==> src/rtl/pwm_duty_decoder.sv <==
// Measures the duty cycle of an asynchronous PWM input and reports it as a
// level 0..9 (floor of 10*high/period, clamped), with lock and timeout tracking.
module pwm_duty_decoder #(
    parameter int CNT_W = 8
) (
    input  logic       clk_i,
    input  logic       rst_i,
    input  logic       pwm_i,
    output logic [3:0] level_o,
    output logic       valid_o,
    output logic       locked_o
);

    localparam int               CALC_W  = CNT_W + 4;
    localparam logic [CNT_W-1:0] CNT_MAX = '1;
    localparam logic [CNT_W-1:0] CNT_ONE = CNT_W'(1);

    typedef enum logic [1:0] {
        S_IDLE,
        S_MEASURE,
        S_CALC
    } state_t;

    logic              sync1_q;
    logic              pwm_s_q;
    logic              pwm_d_q;
    logic              rise;

    logic [CNT_W-1:0]  period_cnt_q;
    logic [CNT_W-1:0]  period_cnt_d;
    logic [CNT_W-1:0]  high_cnt_q;
    logic [CNT_W-1:0]  high_cnt_d;

    state_t            state_q;
    logic [CNT_W-1:0]  p_q;
    logic [CNT_W-1:0]  h_q;
    logic [3:0]        k_q;
    logic [3:0]        lvl_tmp_q;
    logic [3:0]        lvl_next;
    logic              timed_out_q;
    logic              timeout;

    logic [3:0]        level_q;
    logic              valid_q;
    logic              locked_q;

    logic [CALC_W-1:0] ten_h;
    logic [CALC_W-1:0] k_p;

    assign rise    = pwm_s_q & ~pwm_d_q;
    assign timeout = (period_cnt_q == CNT_MAX) && !timed_out_q;

    // One threshold test per CALC cycle: level k is reached when 10*H >= k*P.
    assign ten_h    = (CALC_W'(h_q) << 3) + (CALC_W'(h_q) << 1);
    assign k_p      = CALC_W'(k_q) * CALC_W'(p_q);
    assign lvl_next = (ten_h >= k_p) ? k_q : lvl_tmp_q;

    // NOTE: every variable gets a default at the top of always_comb so no path
    // leaves it unassigned, which would otherwise infer a latch.
    always_comb begin
        period_cnt_d = period_cnt_q;
        high_cnt_d   = high_cnt_q;
        if (rise) begin
            period_cnt_d = CNT_ONE;
            high_cnt_d   = CNT_ONE;
        end else begin
            if (period_cnt_q != CNT_MAX) begin
                period_cnt_d = period_cnt_q + CNT_ONE;
            end
            if (pwm_s_q && (high_cnt_q != CNT_MAX)) begin
                high_cnt_d = high_cnt_q + CNT_ONE;
            end
        end
    end

    // NOTE: sequential state uses non-blocking assignments so every flop samples
    // the pre-edge value of its neighbours (the synchronizer chain depends on it).
    always_ff @(posedge clk_i) begin
        if (rst_i) begin
            sync1_q      <= 1'b0;
            pwm_s_q      <= 1'b0;
            pwm_d_q      <= 1'b0;
            period_cnt_q <= '0;
            high_cnt_q   <= '0;
        end else begin
            sync1_q      <= pwm_i;
            pwm_s_q      <= sync1_q;
            pwm_d_q      <= pwm_s_q;
            period_cnt_q <= period_cnt_d;
            high_cnt_q   <= high_cnt_d;
        end
    end

    // Timeout outranks the measurement FSM: a stalled input aborts any CALC.
    always_ff @(posedge clk_i) begin
        if (rst_i) begin
            state_q     <= S_IDLE;
            p_q         <= '0;
            h_q         <= '0;
            k_q         <= 4'd0;
            lvl_tmp_q   <= 4'd0;
            timed_out_q <= 1'b0;
            level_q     <= 4'd0;
            valid_q     <= 1'b0;
            locked_q    <= 1'b0;
        end else begin
            valid_q <= 1'b0;
            if (rise) begin
                timed_out_q <= 1'b0;
            end

            if (timeout) begin
                timed_out_q <= 1'b1;
                level_q     <= pwm_s_q ? 4'd9 : 4'd0;
                valid_q     <= 1'b1;
                locked_q    <= 1'b0;
                state_q     <= S_IDLE;
            end else begin
                case (state_q)
                    S_IDLE: begin
                        if (rise) begin
                            state_q <= S_MEASURE;
                        end
                    end
                    S_MEASURE: begin
                        if (rise) begin
                            p_q       <= period_cnt_q;
                            h_q       <= high_cnt_q;
                            k_q       <= 4'd1;
                            lvl_tmp_q <= 4'd0;
                            state_q   <= S_CALC;
                        end
                    end
                    S_CALC: begin
                        // Rises seen here reload the counters but do not restart CALC.
                        lvl_tmp_q <= lvl_next;
                        k_q       <= k_q + 4'd1;
                        if (k_q == 4'd9) begin
                            level_q  <= lvl_next;
                            valid_q  <= 1'b1;
                            locked_q <= 1'b1;
                            state_q  <= S_MEASURE;
                        end
                    end
                    default: begin
                        state_q <= S_IDLE;
                    end
                endcase
            end
        end
    end

    assign level_o  = level_q;
    assign valid_o  = valid_q;
    assign locked_o = locked_q;

endmodule

==> config.mk <==
export PLATFORM = sky130hd
export DESIGN_NAME = pwm_duty_decoder
export DESIGN_NICKNAME = d
export VERILOG_FILES = /design/src/rtl/pwm_duty_decoder.sv
export SDC_FILE = /design/constraint.sdc
export NUM_CORES = 1
export LEC_CHECK = 0
export CAP_MARGIN = 25
export CORE_MARGIN = 2
export CORE_UTILIZATION = 56
export DETAILED_ROUTE_END_ITERATION = 16
export GPL_ROUTABILITY_DRIVEN = 0
export PLACE_DENSITY_LB_ADDON = 0.25
export RECOVER_POWER = 50
export SETUP_SLACK_MARGIN = 0.5
export SLEW_MARGIN = 30
export SYNTH_ARGS = -nofsm -noshare
export SYNTH_HDL_FRONTEND = slang
export SYNTH_SLANG_ARGS = --single-unit
==> constraint.sdc <==
create_clock -name clk_i -period 5.5 [get_ports clk_i]
set_clock_uncertainty 0.2 [all_clocks]
set_input_delay 1.65 -clock clk_i [delete_from_list [all_inputs] [get_ports clk_i]]
set_output_delay 1.65 -clock clk_i [all_outputs]
set_load 0.05 [all_outputs]
-- Word-level counts from Yosys, hierarchy flattened
Cells that the tools add are included.
W data, S select, Z words.
- RAM bits: 0
- memories: 0
- bits in latches: 0
- memory bits (read-only): 0
- register bits: 52
- output and inout bits: 6
- reduce and logical (&&, ||, !) cells: 17
- mux-type cells: 22
- bitwise gates (word level): 3
- equality and inequality tests: 9
- divide/modulo/power cells: 0
- shift-type cells: 0
- add/sub/neg operators: 4
- order comparisons: 1
- multiply operators: 1
- operators by type and width (kind ; count):
    $mux W4 ; 7
    $add A8 B1 Y8 const B ; 2
    $ne A8 B8 Y1 const B ; 2
    $pmux W4 S2 ; 2
    $add A11 B9 Y12 ; 1
    $ge A12 B12 Y1 ; 1
    $mul A4 B8 Y12 ; 1
    $reduce_bool A2 Y1 ; 6
    $mux W1 ; 9
    $reduce_and A3 Y1 ; 3
    $eq A8 B8 Y1 const B ; 1
    $mux W2 ; 3
    $ne A2 B2 Y1 const B ; 3
    $pmux W2 S3 ; 1
    $add A4 B1 Y4 const B ; 1
    $eq A4 B4 Y1 const B ; 1
    $reduce_and A2 Y1 ; 2
    $reduce_or A2 Y1 ; 2
    $eq A2 B1 Y1 const B ; 1
    $eq A2 B2 Y1 const B ; 1
    $logic_and A1 B1 Y1 ; 2
    $logic_not A2 Y1 ; 1
    $not A1 Y1 ; 2
    $and A1 B1 Y1 ; 1
    $logic_not A1 Y1 ; 1

-- Logic depth before layout (Yosys ltp)
Gate-level depths: netlist of the first run.
- depth after elaboration: 6
- gate-level depth with buffers: 20
- depth with buffers taken out: 19

-- Worst setup path after synthesis of the first run
No wires, ideal clock.
- path type: reg-to-reg
- from: reg k_q[3]
- to: reg level_q[0], in the netlist level_o[0]
- path buffers: 1
- data arrival time: 4.779 ns
- slack: 0.442 ns
- data required time: 5.221 ns
- cell stages (with the launch flop): 20
- setup time: 0.079 ns
- path through: dfxtp_1 > clkbuf_1 > and2_1 > fa_1 > inv_1 > fa_1 > inv_1 > ha_1 > nor2b_1 > o31a_1 > or4_1 > and3_1 > a311oi_1 > ha_1 > a21oi_2 > o21ai_2 > a2111oi_4 > a21oi_2 > or4_1 > o211ai_1
- longest elaborated chain between the ends: 6
- elaborated cells on any way between the ends: 9
- those cells by class: mul (1); order compare (1); eq/ne (1); mux (4); reduce/logical (2)
- RTL lines (item ; RTL line ; text):
    start, declared ; 37 ; logic [3:0] k_q;
    start signal, assigned ; 137 ; k_q <= k_q + 4'd1;
    $mul A4 B8 Y12 ; 55 ; assign k_p = CALC_W'(k_q) * CALC_W'(p_q);
    $ge A12 B12 Y1 ; 56 ; assign lvl_next = (ten_h >= k_p) ? k_q : lvl_tmp_q;
    $mux W4 ; 56 ;
    $mux W4 ; 138 ; if (k_q == 4'd9) begin
    $mux W4 ; 119 ; case (state_q)
    $mux W4 ; 112 ; if (timeout) begin
    end signal, assigned ; 114 ; level_q <= pwm_s_q ? 4'd9 : 4'd0;
    end signal, assigned ; 139 ; level_q <= lvl_next;
    end, declared ; 43 ; logic [3:0] level_q;
Several ways; a longest one is shown, not always the timed one. The select of a mux whose other input is x is not followed.
A chain may end at the register's enable or synchronous reset.

-- Worst setup path after layout of the first run
Ends and elaborated chain as after synthesis.

==> flow_summary.json, run 1 <==
{
  "critPathKind": "register to register",
  "post-place-ws_ns": 0.190,
  "synth_edf_count": 0,
  "crit_cells": 18,
  "drtAntennaViolNets": 0,
  "syn-cell-area_um2": 3640,
  "drive_gt1_frac": 0.114,
  "clk_pin_slew_ns": 0.09,
  "grt_first_pass_wirelength_mm": 12.6,
  "setup_slack_ns": 0.393,
  "grt_pass1_vias": 2778,
  "ys_ff_latch": 52,
  "setup_tns_ns": 0,
  "place_area_um2": 3760,
  "die-width_um": 84.6,
  "p_per_area_nw_per_um2": 179,
  "die_h_um": 84.6,
  "layout_commonest_cell": "nand2_1",
  "gr-total-overflow": 0,
  "clockRootBuffer": "clkbuf_8",
  "ios": 9,
  "crit_buf_inv": 2,
  "total_power_mw": 0.718,
  "violations": "capacitance limit, slew limit",
  "final_nets": 504,
  "ys_warn_count": 0,
  "vias": 2937,
  "rows": 29,
  "crit_path_end_kind": "register",
  "worst_pin_slew_ns": 1.63,
  "worstPathArrival_ns": 5.10,
  "synth_top_family_by_area": "simple AND/OR/NAND/NOR gates",
  "synthXorXnorAreaFrac": 0.0433,
  "final_util": 0.634,
  "stdcell_area_um2": 4000,
  "clkLatencyLatePin_ns": 0.30,
  "peakVddDrop_uv": 168,
  "finalMaxSlewViolations": 39,
  "crit_path_end": "level_o[0]$_SDFFE_PP0P_",
  "crit_path_top_delay_cell": "fa_1",
  "reg2reg_from": "k_q[3]$_SDFFE_PP0P_",
  "mostFrequentLayoutCells": "nand2_1 (63), dfxtp_1 (46), ha_1 (38)",
  "drt-total-wl_mm": 7.35,
  "io_buffers": 8,
  "cts_max_level": 2,
  "setup_viol": 0,
  "dp_hpwl_mm": 5.57,
  "reg2regPathDepth": 18,
  "syn_inst": 437,
  "first_iter_violations": 112,
  "status": "finished, violations left",
  "clk_path_buf_depth": 2,
  "syn2layout_area_growth_pct": 9.89,
  "leakage_nw": 1.65,
  "dieArea_um2": 7160,
  "synthAdderAreaFrac": 0.209,
  "crit_family": "adder cells",
  "ctsHoldBuffers": 0,
  "fin_crit_ns": 5.11,
  "r2r_end": "level_o[0]$_SDFFE_PP0P_",
  "grt.total_usage": 0.214,
  "max_cap_viol_count": 1,
  "ys.flop_type": "dfxtp_1",
  "crit_chain": "and2_4 -> fa_1 -> inv_1 -> fa_1 -> inv_2 -> ha_4 -> nor2b_1 -> o31a_1 -> or4_4 -> and3_4 -> a311oi_2 -> ha_1 -> a21oi_2 -> o21ai_2 -> a2111oi_4 -> a21oi_4 -> or4_4 -> o211ai_1",
  "viasPerCell": 5.58,
  "fmax_mhz": 196,
  "core_um2": 6310,
  "finalHoldViolCount": 0,
  "crit_required_ns": 5.49,
  "slew_headroom": -0.0877,
  "crit_start": "k_q[3]$_SDFFE_PP0P_",
  "cts_buffers": 5,
  "start_util": 0.577,
  "cts_tree": "built",
  "synth-simple-area-share": 0.227,
  "period_share": 0.929,
  "crit_path_max_incr_delay_ns": 0.53,
  "cp_max_fo": 5,
  "clock-sinks": 52,
  "async_reset_ff_frac": 0,
  "synth_fp_nets": 493,
  "antenna_found_initial": 0,
  "grt_setup_unrepaired": "yes",
  "ys_seq_area_frac": 0.286,
  "synth_compound_area_frac": 0.160,
  "grt_max_degree": 39,
  "muxShareOfSynthArea": 0.0110,
  "hold_path.class": "register to register",
  "yosys.cell_types.count": 53,
  "r2r_setup_slack_ns": 0.39,
  "firstDrtPassIters": 6,
  "wl_per_cell_um": 14.0,
  "hold_start": "sync1_q$_SDFF_PP0_",
  "avgSynthCellArea_um2": 8.33,
  "start_kind": "register",
  "antenna_cells": 0,
  "drc": 0
}
## registers in the layout, indices dropped and copies added, names as in the netlist
name,count
h_q,8
high_cnt_q,8
k_q,4
level_o,4
locked_o,1
lvl_tmp_q,4
p_q,8
period_cnt_q,8
pwm_d_q,1
pwm_s_q,1
state_q,2
sync1_q,1
timed_out_q,1
valid_o,1
## power breakdown
part           internal, mW  switching, mW  total [mW]
clock network         0.135          0.118       0.254
registers             0.384         0.0160       0.400
logic                0.0240         0.0409      0.0649
## Yosys cell counts (2+ instances only)
cell       instances  area (um^2)
a2111oi_0          2         17.5
a21o_1             2         15.0
a21oi_1           33          165
a21oi_2            3         26.3
a22oi_1            3         22.5
a311oi_1           2         17.5
a31oi_1            6         37.5
and2_1            24          150
and3_1             4         25.0
buf_2              3         15.0
buf_6              3         33.8
clkbuf_1           6         22.5
dfxtp_1           52         1040
fa_1              13          260
ha_1              40          500
inv_1             37          139
mux2i_1            4         40.0
nand2_1           65          244
nand2b_1           3         18.8
nand3_1            7         35.0
nand3b_1           2         15.0
nand4_1            4         25.0
nor2_1            36          135
nor2b_1            6         37.5
nor3_1             6         30.0
o211ai_1           4         30.0
o21a_1             2         15.0
o21ai_0           16         80.1
o31a_1             2         17.5
o32ai_1            4         35.0
or2_2              2         12.5
or3_1              3         18.8
or4_1              2         15.0
xnor2_1            9         78.8
xor2_1             9         78.8
## cell families (layout without fill, tap and decap cells)
group           count (synthesis)  count (layout)
fa+ha+maj                      53              53
mux                             4               4
xor+xnor                       18              18
flops                          52              52
simple gates                  170             170
buf+inv                        52              64
compound gates                 88              88
## per-layer routing
layer,track usage,vias to the layer above,part of all wire
li1,-,1506,-
met1,0.282,1383,0.48
met2,0.372,42,0.48
met3,0.0344,6,0.026
met4,0.0462,0,0.0088
met5,0,-,0
## how the worst min path moves through the flow
stage | end | cells past startpoint | slack, ns
5_1_grt | pwm_s_q$_SDFF_PP0_ | 1 | 0.28
3_5_place_dp | lvl_tmp_q[1]$_SDFFE_PP0P_ | 2 | 0.26
2_1_floorplan | pwm_s_q$_SDFF_PP0_ | 1 | 0.21
6_report | pwm_s_q$_SDFF_PP0_ | 1 | 0.27
4_1_cts | lvl_tmp_q[1]$_SDFFE_PP0P_ | 2 | 0.27
3_3_place_gp | pwm_s_q$_SDFF_PP0_ | 1 | 0.22
## area by class of cell
cell class | instances | area (um^2)
repair buffers | 18 | 160
clock buffers | 6 | 72.6
fillers | 532 | 2310
clock inverters | 2 | 35.0
multi-input cells | 333 | 2440
inverters | 38 | 143
flip-flops and latches | 52 | 1060
well taps | 77 | 96.3
## stage by stage
step / instances / hold WS, ns
3_3_place_gp: 511 / 0.222
5_1_grt: 526 / 0.281
3_5_place_dp: 511 / 0.257
2_1_floorplan: 437 / 0.214
6_report: 526 / 0.272
4_1_cts: 521 / 0.270
## what timing repair did
action	4_1_cts	5_1_grt
gates cloned	0	0
buffers inserted	2	5
resized for setup	9	16
pin swaps	5	13
endpoints found under the setup margin	8	8
hold endpoints to repair	0	0
(Power assumes the default switching activity.)
==> inputs of run 2 (changes only) <==
- CORE_MARGIN: 2 -> 5
- SKIP_LAST_GASP: not set -> 1
==> flow_summary.json, run 2 (synthesis results as in run 1) <==
{
  "status": "finished, violations left",
  "violations": "capacitance limit, slew limit",
  "cts_buffers": 5,
  "slew_headroom": -0.126,
  "cp_max_fo": 7,
  "worstPathArrival_ns": 4.89,
  "max_cap_viol_count": 1,
  "crit_path_end_kind": "register",
  "io_buffers": 8,
  "period_share": 0.902,
  "grt_max_degree": 39,
  "p_per_area_nw_per_um2": 181,
  "total_power_mw": 0.726,
  "critPathKind": "register to register",
  "use_met2": 0.306,
  "instances_no_fill": 528,
  "rows": 29,
  "firstDrtPassIters": 4,
  "drive_gt1_frac": 0.106,
  "clkLatencyLatePin_ns": 0.30,
  "hold_path.class": "register to register",
  "vias": 2949,
  "placed_cells": 510,
  "cts_max_level": 2,
  "r2r_end": "level_o[3]$_SDFFE_PP0P_",
  "cts_tree": "built",
  "final_nets": 506,
  "crit_start": "k_q[3]$_SDFFE_PP0P_",
  "hold_depth": 1,
  "viasPerCell": 5.59,
  "dieArea_um2": 8220,
  "place_area_um2": 3760,
  "final_util": 0.631,
  "grt_first_pass_wirelength_mm": 13.0,
  "clk_pin_slew_ns": 0.09,
  "finalMaxSlewViolations": 39,
  "hold_start": "sync1_q$_SDFF_PP0_",
  "worst_pin_slew_ns": 1.69,
  "fin_crit_ns": 4.96,
  "core_um2": 6350,
  "drc": 0,
  "num-fill-cells": 555,
  "fmax_mhz": 202,
  "use_met1": 0.241,
  "reg2regPathDepth": 20,
  "antenna_cells": 0,
  "finalHoldViolCount": 0,
  "r2r_setup_slack_ns": 0.54,
  "die_h_um": 90.6,
  "drtAntennaViolNets": 0,
  "grt.total_usage": 0.184,
  "drt-total-wl_mm": 7.43,
  "leakage_nw": 1.66,
  "die-width_um": 90.6,
  "ctsHoldBuffers": 0,
  "busiest_layer": "met2",
  "start_util": 0.574,
  "reg2reg_from": "k_q[3]$_SDFFE_PP0P_",
  "ios": 9,
  "syn2layout_area_growth_pct": 10.1,
  "layout_commonest_cell": "nand2_1",
  "grt_pass1_vias": 2962,
  "dp_hpwl_mm": 5.66,
  "antenna_found_initial": 0,
  "wl_per_cell_um": 14.1,
  "first_iter_violations": 126,
  "setup_viol": 0,
  "peakVddDrop_uv": 213,
  "use_met3": 0.0250,
  "stdcell_area_um2": 4010,
  "mostFrequentLayoutCells": "nand2_1 (64), dfxtp_1 (46), ha_1 (39)",
  "clock-sinks": 52,
  "gr-total-overflow": 0,
  "crit_required_ns": 5.43,
  "setup_tns_ns": 0,
  "clockRootBuffer": "clkbuf_8",
  "min_to": "pwm_s_q$_SDFF_PP0_",
  "grt_setup_unrepaired": "yes",
  "start_kind": "register",
  "clk_path_buf_depth": 2
}
==> run 2: cell types whose count changed in the layout (fill, tap and decap cells not counted), moves of 2 or more <==
cell,previous run,this run
buf_4,7,9
nand2_2,2,0
nor2_1,34,36
nor2_2,2,0
==> run 2: final cells by class <==
class / instances / area [um^2] / area share
Inverter: 38 / 143 / 0.0356
Sequential cell: 52 / 1060 / 0.264
Multi-Input combinational cell: 333 / 2430 / 0.606
Clock buffer: 6 / 72.6 / 0.0181
Clock inverter: 2 / 35.0 / 0.00874
Timing Repair Buffer: 20 / 174 / 0.0434
Tap cell: 77 / 96.3 / 0.0240
==> run 2: power breakdown <==
group | switching (mW) | internal, mW | total [mW]
sequential | 0.0104 | 0.383 | 0.394
clock | 0.118 | 0.135 | 0.253
combinational | 0.0504 | 0.0292 | 0.0796
total | 0.179 | 0.548 | 0.726
==> run 2: worst max-delay path by stage <==
stage / to / slack (ns) / depth (start not counted)
after CTS: level_o[0]$_SDFFE_PP0P_ / 0.53 / 18
after global placement: level_o[0]$_SDFFE_PP0P_ / 0.30 / 18
after detailed placement: level_o[0]$_SDFFE_PP0P_ / 0.20 / 18
after global routing: level_o[3]$_SDFFE_PP0P_ / 0.32 / 21
final: level_o[3]$_SDFFE_PP0P_ / 0.54 / 20
after floorplan: level_o[0]$_SDFFE_PP0P_ / 0.51 / 19
==> run 2: per-stage QoR <==
stage | worst slack (ns) | hold slack [ns]
after floorplan | 0.514 | 0.214
after CTS | 0.534 | 0.256
after global placement | 0.305 | 0.240
after detailed placement | 0.200 | 0.230
after global routing | 0.323 | 0.271
final | 0.538 | 0.251
==> run 2: timing repair <==
action,4_1_cts,5_1_grt
endpoints found under the hold margin,0,0
setup buffers,5,5
gates resized for setup,8,15
setup endpoints to repair,8,8
pin swaps,4,5
==> run 2: worst max-delay path, stage by stage (launching register included) <==
cell and delay (ns):
dfxtp_4 0.38, and2_4 0.16, fa_1 0.53, inv_1 0.06
fa_1 0.53, inv_1 0.06, ha_4 0.22, nor2b_1 0.14
o31a_1 0.26, or4_4 0.42, and3_4 0.16, a311oi_2 0.18
ha_1 0.30, a21oi_2 0.16, o21ai_2 0.10, a2111oi_4 0.27
a21oi_4 0.12, buf_6 0.15, buf_6 0.10, o211ai_1 0.19
o21ai_1 0.10
==> run 2: layer usage <==
| metal | wire (um) | vias up |
|---|---|---|
| met4 | 202 | 0 |
| met5 | 0 | - |
| met2 | 3620 | 43 |
| li1 | - | 1513 |
| met3 | 165 | 19 |
| met1 | 3440 | 1374 |
==> inputs of run 3 (changes only) <==
- ABC_AREA: not set -> 1
- CORE_UTILIZATION: 56 -> 57
==> flow_summary.json, run 3 <==
{
  "mostFrequentLayoutCells": "inv_1 (110), nand2_1 (109), dfxtp_1 (49)",
  "ys_seq_area_frac": 0.274,
  "clockRootBuffer": "clkbuf_8",
  "slew_headroom": 0.534,
  "yosysMostFrequentCell": "inv_1",
  "avgSynthCellArea_um2": 7.06,
  "clock-sinks": 52,
  "peakVddDrop_uv": 197,
  "synth.cells.most_frequent": "inv_1 (110), nand2_1 (109), dfxtp_1 (52)",
  "setup_viol": 0,
  "finalHoldViolCount": 0,
  "finalMaxSlewViolations": 0,
  "setup_tns_ns": 0,
  "antenna_cells": 0,
  "vias": 3288,
  "fin_crit_ns": 4.53,
  "drc": 0,
  "die-width_um": 91.6,
  "cts_tree": "built",
  "post-place-ws_ns": 0.794,
  "ys.flop_type": "dfxtp_1",
  "io_buffers": 8,
  "drive_gt1_frac": 0.0406,
  "grt_pass1_vias": 3074,
  "grt_setup_unrepaired": "no",
  "num-fill-cells": 582,
  "cts_buffers": 5,
  "leakage_nw": 2.04,
  "start_util": 0.590,
  "synth_top_area_share": 0.274,
  "seq_area_um2": 1040,
  "clk_path_buf_depth": 2,
  "total_power_mw": 0.768,
  "grt.total_usage": 0.199,
  "route.met2.wl_mm": 3.81,
  "place_area_um2": 3900,
  "cp_max_fo": 11,
  "start_kind": "register",
  "yosys.cell_types.count": 32,
  "worstPathArrival_ns": 4.56,
  "ys_ff_latch": 52,
  "syn2layout_area_growth_pct": 5.71,
  "dp_hpwl_mm": 6.27,
  "drtAntennaViolNets": 0,
  "async_reset_ff_frac": 0,
  "synth_edf_count": 0,
  "gr-total-overflow": 0,
  "critPathKind": "register to register",
  "cts_max_level": 2,
  "final_nets": 597,
  "top_layer_used": "met4",
  "core_um2": 6420,
  "clk_pin_slew_ns": 0.10,
  "setup_slack_ns": 0.973,
  "ios": 9,
  "worst_pin_slew_ns": 0.696,
  "die_h_um": 91.6,
  "hold_path.class": "register to register",
  "syn-cell-area_um2": 3790,
  "wl_per_cell_um": 12.8,
  "yosys.area.top_type": "dfxtp_1",
  "layout_commonest_cell": "inv_1",
  "status": "completed",
  "first_iter_violations": 229,
  "synth_fp_nets": 593,
  "syn_inst": 537,
  "ys_warn_count": 0,
  "grt_first_pass_wirelength_mm": 13.8,
  "drt-total-wl_mm": 7.93,
  "grt_max_degree": 23,
  "crit_path_end_kind": "register",
  "viasPerCell": 5.31,
  "firstDrtPassIters": 5,
  "fmax_mhz": 221,
  "clkLatencyLatePin_ns": 0.30,
  "period_share": 0.823,
  "multi_input_area_um2": 2250,
  "fin_hold_ws_ns": 0.214,
  "crit_required_ns": 5.53,
  "synth_area_leaders": "dfxtp_1 (27%), ha_1 (13%), inv_1 (11%)",
  "stdcell_area_um2": 4010,
  "antenna_found_initial": 0,
  "max_cap_viol_count": 0,
  "met3_length_um": 268,
  "rows": 29,
  "postCtsSetupBuffers": 0,
  "drt-met1-wl_mm": 3.72,
  "dieArea_um2": 8380,
  "p_per_area_nw_per_um2": 191
}
==> run 3: cell count changes after synthesis, sizes merged, moves of 5 or more <==
cell   change
and2      -24
nand4      +5
inv       +77
nor2       +6
a21oi      +8
nand3     +20
nand2     +48
o21ai     +15
nor2b      -6
a31oi      -5
==> run 3: final timing paths <==
path	end	depth (start not counted)	startpoint	slack, ns
hold / removal	pwm_s_q$_SDFF_PP0_	2	sync1_q$_SDFF_PP0_	0.21
setup reg to reg	level_o[3]$_SDFFE_PP0P_	19	k_q[3]$_SDFFE_PP0P_	0.97
hold reg to reg	pwm_s_q$_SDFF_PP0_	2	sync1_q$_SDFF_PP0_	0.21
setup / recovery	level_o[3]$_SDFFE_PP0P_	19	k_q[3]$_SDFFE_PP0P_	0.97
==> run 3: critical path, cell delays in order, from the launching register on <==
cell,delay (ns)
dfxtp_2,0.45
nand2_1,0.11
fa_1,0.54
inv_1,0.06
fa_1,0.57
inv_1,0.07
fa_1,0.46
o21ai_1,0.28
nand2_1,0.10
o311ai_0,0.12
xor2_1,0.26
ha_1,0.28
nand2_1,0.09
nor2_1,0.06
and2_1,0.13
nand2_1,0.13
nand3_1,0.17
nand2_1,0.12
nand3_1,0.09
a21oi_1,0.16
==> run 3: cell type report <==
cell class                 count  area share
tap                           77      0.0240
multi-input combinational    360       0.562
inverter                     114       0.107
sequential                    52       0.261
timing repair buffer           8      0.0200
clock buffer                   6      0.0181
clock inverter                 2     0.00874
==> run 3: cells by family (layout without fill, tap and decap cells) <==
family          Yosys count  in the layout  synth area share
simple gates            203            203             0.232
fa+ha+maj                53             53             0.201
compound gates           85             85             0.118
buf+inv                 125            130             0.131
xor+xnor                 19             19            0.0439
flops                    52             52             0.274
==> run 3: where the power goes <==
group          total (mW)  switching, mW  leakage, nW  internal [mW]
clock               0.256          0.121       0.0552          0.135
combinational       0.108         0.0728         1.56         0.0357
sequential          0.403         0.0166        0.422          0.387
total               0.768          0.210         2.04          0.557
==> run 3: timing repair <==
item | in CTS | in global routing
gates resized for setup | 0 | 4
endpoints found under the setup margin | 0 | 8
hold buffers | 0 | 0
==> run 3: per-layer routing <==
| metal | vias to the layer above | global-route usage |
|---|---|---|
| li1 | 1690 | - |
| met1 | 1519 | 0.264 |
| met2 | 71 | 0.338 |
| met3 | 8 | 0.0240 |
| met4 | 0 | 0.0628 |
| met5 | - | 0 |
==> run 3: per-stage QoR <==
step,std cells,util
2_1_floorplan,537,-
3_3_place_gp,611,0.607
3_5_place_dp,611,0.607
4_1_cts,619,0.624
5_1_grt,619,0.624
6_report,619,0.624
